**config.mk**
```make
export PLATFORM = sky130hd
export DESIGN_NAME = pre_arbiter_scheduler
export DESIGN_NICKNAME = d
export VERILOG_FILES = /design/src/rtl/pre_arbiter_scheduler_pkg.sv /design/src/rtl/pre_arbiter_scheduler_rr_priority_picker.sv /design/src/rtl/pre_arbiter_scheduler.sv
export SDC_FILE = /design/constraint.sdc
export NUM_CORES = 1
export LEC_CHECK = 0
export CORE_MARGIN = 10
export CORE_UTILIZATION = 45
export DETAILED_ROUTE_END_ITERATION = 16
export HOLD_SLACK_MARGIN = 0.08
export PLACE_DENSITY = 0.71
export SLEW_MARGIN = 0
export SYNTH_ARGS = -nofsm -noshare
export SYNTH_HDL_FRONTEND = slang
export SYNTH_SLANG_ARGS = --single-unit
```
**constraint.sdc**
```tcl
create_clock -name iclk -period 2.8 [get_ports iclk]
set_input_delay 0.56 -clock iclk [delete_from_list [all_inputs] [get_ports iclk]]
set_output_delay 0.56 -clock iclk [all_outputs]
set_load 0.03 [all_outputs]
```
**src/rtl/pre_arbiter_scheduler_pkg.sv**
```systemverilog
// Shared definitions for the pre-arbiter write-permission scheduler.
// Holds the FSM state encoding used by the top and its helpers.
package pre_arbiter_scheduler_pkg;

   localparam int lpPORT_NUM_DEF = 4;
   localparam int lpTIMEOUT_DEF  = 64;

   typedef enum logic [1:0] {
      lpSCH_IDLE    = 2'd0,
      lpSCH_GRANT   = 2'd1,
      lpSCH_HOLD    = 2'd2,
      lpSCH_RELEASE = 2'd3
   } sch_state_t;

endpackage

```
**src/rtl/pre_arbiter_scheduler_rr_priority_picker.sv**
```systemverilog
// Combinational round-robin picker: lowest requester above i_ptr, else lowest overall.
// Zero latency; no backpressure, o_any simply reports that some request is present.
module rr_priority_picker #(
   parameter int pPORT_NUM = 4,
   parameter int pIDX_W    = $clog2(pPORT_NUM)
) (
   input  logic [pPORT_NUM-1:0] i_req,
   input  logic [pIDX_W-1:0]    i_ptr,
   output logic [pPORT_NUM-1:0] o_grant,
   output logic [pIDX_W-1:0]    o_idx,
   output logic                 o_any
);

   logic [pPORT_NUM-1:0] w_masked;
   logic [pPORT_NUM-1:0] w_sel;

   always_comb begin
      w_masked = '0;
      for (int i = 0; i < pPORT_NUM; i++) begin
         w_masked[i] = i_req[i] && (i > int'(i_ptr));
      end
      // Second pass wraps to the bottom when nothing sits above the pointer.
      w_sel = (|w_masked) ? w_masked : i_req;
   end

   always_comb begin
      o_idx   = '0;
      o_grant = '0;
      o_any   = |i_req;
      for (int i = pPORT_NUM - 1; i >= 0; i--) begin
         if (w_sel[i]) begin
            o_idx = pIDX_W'(i);
         end
      end
      if (o_any) begin
         o_grant[o_idx] = 1'b1;
      end
   end

endmodule

```
**src/rtl/pre_arbiter_scheduler.sv**
```systemverilog
// Round-robin write-permission scheduler with watchdog; request in IDLE -> permission 2 cycles later.
// Grants are held until done/abandon/timeout; waiting requests stay pending (level-sensitive).
module pre_arbiter_scheduler
   import pre_arbiter_scheduler_pkg::*;
#(
   parameter int pPORT_NUM = lpPORT_NUM_DEF,
   parameter int pTIMEOUT  = lpTIMEOUT_DEF
) (
   input  logic                           iclk,
   input  logic                           irst_n,
   input  logic [pPORT_NUM-1:0]           i_request,
   input  logic [pPORT_NUM-1:0]           i_done,
   output logic [pPORT_NUM-1:0]           o_w_permition,
   output logic [$clog2(pPORT_NUM)-1:0]   o_grant_id,
   output logic                           o_grant_valid,
   output logic                           o_timeout,
   output logic                           o_busy
);

   localparam int pIDX_W = $clog2(pPORT_NUM);
   localparam int pCNT_W = $clog2(pTIMEOUT + 1);

   sch_state_t            r_state, w_state_nxt;
   logic [pIDX_W-1:0]     r_ptr, w_ptr_nxt;
   logic [pCNT_W-1:0]     r_cnt, w_cnt_nxt;
   logic [pPORT_NUM-1:0]  r_perm, w_perm_nxt;
   logic [pIDX_W-1:0]     r_id, w_id_nxt;
   logic                  r_vld, w_vld_nxt;
   logic                  r_timeout, w_timeout_nxt;

   logic [pPORT_NUM-1:0]  w_pick_oh;
   logic [pIDX_W-1:0]     w_pick_idx;
   logic                  w_pick_any;

   rr_priority_picker #(
      .pPORT_NUM (pPORT_NUM),
      .pIDX_W    (pIDX_W)
   ) u_picker (
      .i_req   (i_request),
      .i_ptr   (r_ptr),
      .o_grant (w_pick_oh),
      .o_idx   (w_pick_idx),
      .o_any   (w_pick_any)
   );

   always_ff @(posedge iclk or negedge irst_n) begin
      if (!irst_n) begin
         r_state   <= lpSCH_IDLE;
         r_ptr     <= pIDX_W'(pPORT_NUM - 1);
         r_cnt     <= '0;
         r_perm    <= '0;
         r_id      <= '0;
         r_vld     <= 1'b0;
         r_timeout <= 1'b0;
      end else begin
         r_state   <= w_state_nxt;
         r_ptr     <= w_ptr_nxt;
         r_cnt     <= w_cnt_nxt;
         r_perm    <= w_perm_nxt;
         r_id      <= w_id_nxt;
         r_vld     <= w_vld_nxt;
         r_timeout <= w_timeout_nxt;
      end
   end

   always_comb begin
      w_state_nxt   = r_state;
      w_ptr_nxt     = r_ptr;
      w_cnt_nxt     = r_cnt;
      w_perm_nxt    = r_perm;
      w_id_nxt      = r_id;
      w_vld_nxt     = r_vld;
      w_timeout_nxt = 1'b0;
      case (r_state)
         lpSCH_IDLE: begin
            if (|i_request) begin
               w_state_nxt = lpSCH_GRANT;
            end
         end
         lpSCH_GRANT: begin
            if (w_pick_any) begin
               w_perm_nxt  = w_pick_oh;
               w_id_nxt    = w_pick_idx;
               w_vld_nxt   = 1'b1;
               w_ptr_nxt   = w_pick_idx;
               w_cnt_nxt   = '0;
               w_state_nxt = lpSCH_HOLD;
            end else begin
               w_state_nxt = lpSCH_IDLE;
            end
         end
         lpSCH_HOLD: begin
            w_cnt_nxt = r_cnt + pCNT_W'(1);
            // done outranks abandon, which outranks watchdog expiry.
            if (i_done[r_id] || !i_request[r_id] ||
                (r_cnt == pCNT_W'(pTIMEOUT - 1))) begin
               w_timeout_nxt = !i_done[r_id] && i_request[r_id];
               w_perm_nxt    = '0;
               w_id_nxt      = '0;
               w_vld_nxt     = 1'b0;
               w_state_nxt   = lpSCH_RELEASE;
            end
         end
         lpSCH_RELEASE: begin
            w_state_nxt = (|i_request) ? lpSCH_GRANT : lpSCH_IDLE;
         end
         default: begin
            w_state_nxt = lpSCH_IDLE;
         end
      endcase
   end

   assign o_w_permition = r_perm;
   assign o_grant_id    = r_id;
   assign o_grant_valid = r_vld;
   assign o_timeout     = r_timeout;
   assign o_busy        = (r_state != lpSCH_IDLE);

endmodule

```
==> impl_metrics.py <==
metrics = {
    "floorplanning": {
        "num_rows": 16,
        "start_util": 0.482,
        "fp.dieArea_sq_um": 4400,
        "die_y_um": 66.3,
        "ios": 19,
        "core-area_sq_um": 2000,
        "die_w_um": 66.3,
    },
    "pwr": {
        "p_total_mw": 1.12,
        "power_density_nw_per_um2": 928,
        "peakVddDrop_mv": 0.457,
        "leakagePower_nw": 0.487,
    },
    "route": {
        "via_per_inst": 5.24,
        "wl_per_cell_um": 14.5,
        "wirelength_mm": 2.07,
        "drt_iter0_drc": 38,
        "drt_pass1_iterations": 4,
        "ant_nets": 0,
        "vias": 750,
        "drc": 0,
    },
    "layout": {
        "fin_nets": 128,
        "drive_gt1_frac": 0.103,
        "antenna_cells": 0,
        "post-route-util": 0.601,
        "syn_to_final_growth_pct": 24.5,
    },
    "synthesis": {
        "syn-num-nets": 106,
        "synth_edf_count": 0,
        "yosysWarnings": 0,
        "ys_seq_elements": 19,
        "ys_seq_area_frac": 0.495,
        "synth_ff_type": "dfrtp_1",
        "synthTopCellsByCount": "dfrtp_1, nand2_1, o21ai_0, nand2b_1, nor2_1",
        "syn_area_sq_um": 966,
        "syn_area_per_cell_sq_um": 10.2,
        "synth_area_leaders": "dfrtp_1, nand2_1, dfstp_2",
        "synth_top_area_share": 0.440,
        "synth.distinct_cells": 33,
        "synth.most_common_cell": "dfrtp_1",
        "syn_inst": 95,
        "async_flop_share": 1.00,
        "synth_largest_area_cell": "dfrtp_1",
    },
    "worst_setup_path": {
        "setup.worst_path.start_class": "register",
        "endpoint": "o_busy",
        "rrSetupSlack_ns": 0.89,
        "cp_max_fo": 6,
        "r2r-start": "r_cnt[0]",
        "worstPathRequired_ns": 2.24,
        "cp-end-kind": "primary output",
        "critPathKind": "reg -> out",
        "r2r_cells": 5,
        "crit_arrival_ns": 1.62,
        "r2r-end": "o_grant_id[1]",
        "crit_path_start": "r_state[0]",
    },
    "cts": {
        "cts_buffers": 3,
        "root_buffer": "clkbuf_4",
        "holdBufCountCts": 0,
        "cts_resized": 0,
        "cts_tree": "built",
        "clock_latency_ns": 0.28,
        "clockBufferDepth": 2,
        "clk_pin_slew_worst_paths_ns": 0.10,
        "post_cts_buffers": 0,
        "h-tree-depth": 1,
        "cts_sinks": 19,
    },
    "grt": {
        "grt_pass1_vias": 766,
        "grt_first_pass_wirelength_mm": 3.54,
        "antenna_found_initial": 0,
        "grt-ovfl-total": 0,
        "grt_max_degree": 20,
        "grt_usage": 0.0999,
    },
    "sta": {
        "rsz0062_at_grt": "false",
        "finalHoldViolCount": 0,
        "max_freq_mhz": 459,
        "fin_crit_sh": 0.777,
        "min_period_ns": 2.18,
        "setup_viol": 0,
        "drv_slew": 0,
        "tightest_slew_ns": 0.823,
        "max_slew_margin": 0.450,
        "setup_tns_ns": 0,
        "fin_skew_ns": 0.00473,
    },
    "placed_design": {
        "io_buffers": 18,
        "dp_hpwl_mm": 1.54,
        "routabilityCongestion": 0.849,
    },
    "run_status": {
        "outcome": "finished, final reports clean",
    },
    "flow_run": {
        "drv_cap": 0,
    },
    "hold_path": {
        "timing.hold.worst.class": "reg -> reg",
    },
}
==> kinds of logic after synthesis <==
group	after synthesis	synth area share
AOI/OAI and AO/OA	27	0.210
muxes	2	0.0337
and+or+nand+nor	43	0.232
xor gates and xnor gates	1	0.00907
adders and majority gates	1	0.0130
buffers and inverters	2	0.00776
DFF	19	0.495
==> report_power, final <==
group          internal, mW  switching, mW  leakage [nW]
clock network        0.0552         0.0764        0.0150
logic                 0.232          0.310         0.228
registers             0.366         0.0763         0.244
==> area by class of cell <==
cell class | instances | area, sq um
Timing Repair Buffer | 18 | 180
Inverter | 1 | 3.75
Tap cell | 27 | 33.8
Clock buffer | 4 | 26.3
Multi-Input combinational cell | 74 | 480
Fill cell | 187 | 800
Sequential cell | 19 | 478
==> worst min path at each step <==
stage,from,endpoint,slack [ns],cells past startpoint
after floorplan,irst_n,async pin,0.26,0
after global placement,o_grant_valid,o_grant_valid,0.46,1
after detailed placement,o_grant_valid,o_grant_valid,0.47,1
after CTS,r_cnt[6],r_cnt[6],0.50,1
after global routing,r_cnt[5],r_cnt[5],0.52,1
final,r_cnt[6],r_cnt[6],0.50,1
==> state kept, by name, summed over array words and instances, names as in the netlist, named ones only <==
name / count
r_cnt: 7
o_w_permition: 4
o_grant_id: 2
r_ptr: 2
o_grant_valid: 1
o_timeout: 1
r_state: 1
==> critical path, cell delays in order, from the launching register on <==
cell and delay [ns]:
dfrtp_1 0.44, or2_2 0.30, clkdlybuf4s50_1 0.59
==> per-layer routing <==
| layer | GRT usage | part of all wire | vias up |
|---|---|---|---|
| met5 | 0 | 0 | - |
| met4 | 0.0314 | 0.0082 | 0 |
| met3 | 0.0407 | 0.083 | 2 |
| met2 | 0.140 | 0.40 | 16 |
| met1 | 0.135 | 0.51 | 337 |
| li1 | - | - | 395 |
==> layout by cell type (no fill, tap or decap), types with 2 or more instances in the layout <==
master / synthesis / layout
nand2b_1: 7 / 7
nor3b_1: 2 / 2
o2bb2ai_1: 3 / 3
clkbuf_4: 0 / 3
a32o_1: 2 / 2
o31ai_1: 3 / 3
clkdlybuf4s50_1: 0 / 18
a21oi_1: 2 / 2
or2_2: 2 / 2
dfstp_2: 2 / 2
dfrtp_1: 17 / 17
nand4_1: 2 / 2
nor2b_1: 3 / 3
nand2_1: 15 / 15
o21ai_0: 9 / 9
nand3_1: 3 / 3
nor2_1: 5 / 5
==> stage by stage <==
step | cells | setup WS (ns) | instance area, sq um | hold WS [ns]
floorplan | 95 | 1.03 | 966 | 0.264
global placement | 139 | 0.437 | 1180 | 0.461
detailed placement | 139 | 0.417 | 1180 | 0.471
CTS | 143 | 0.610 | 1200 | 0.499
global route | 143 | 0.565 | 1200 | 0.524
finish | 143 | 0.624 | 1200 | 0.495
No activity file was read; power rests on OpenSTA's default activity.
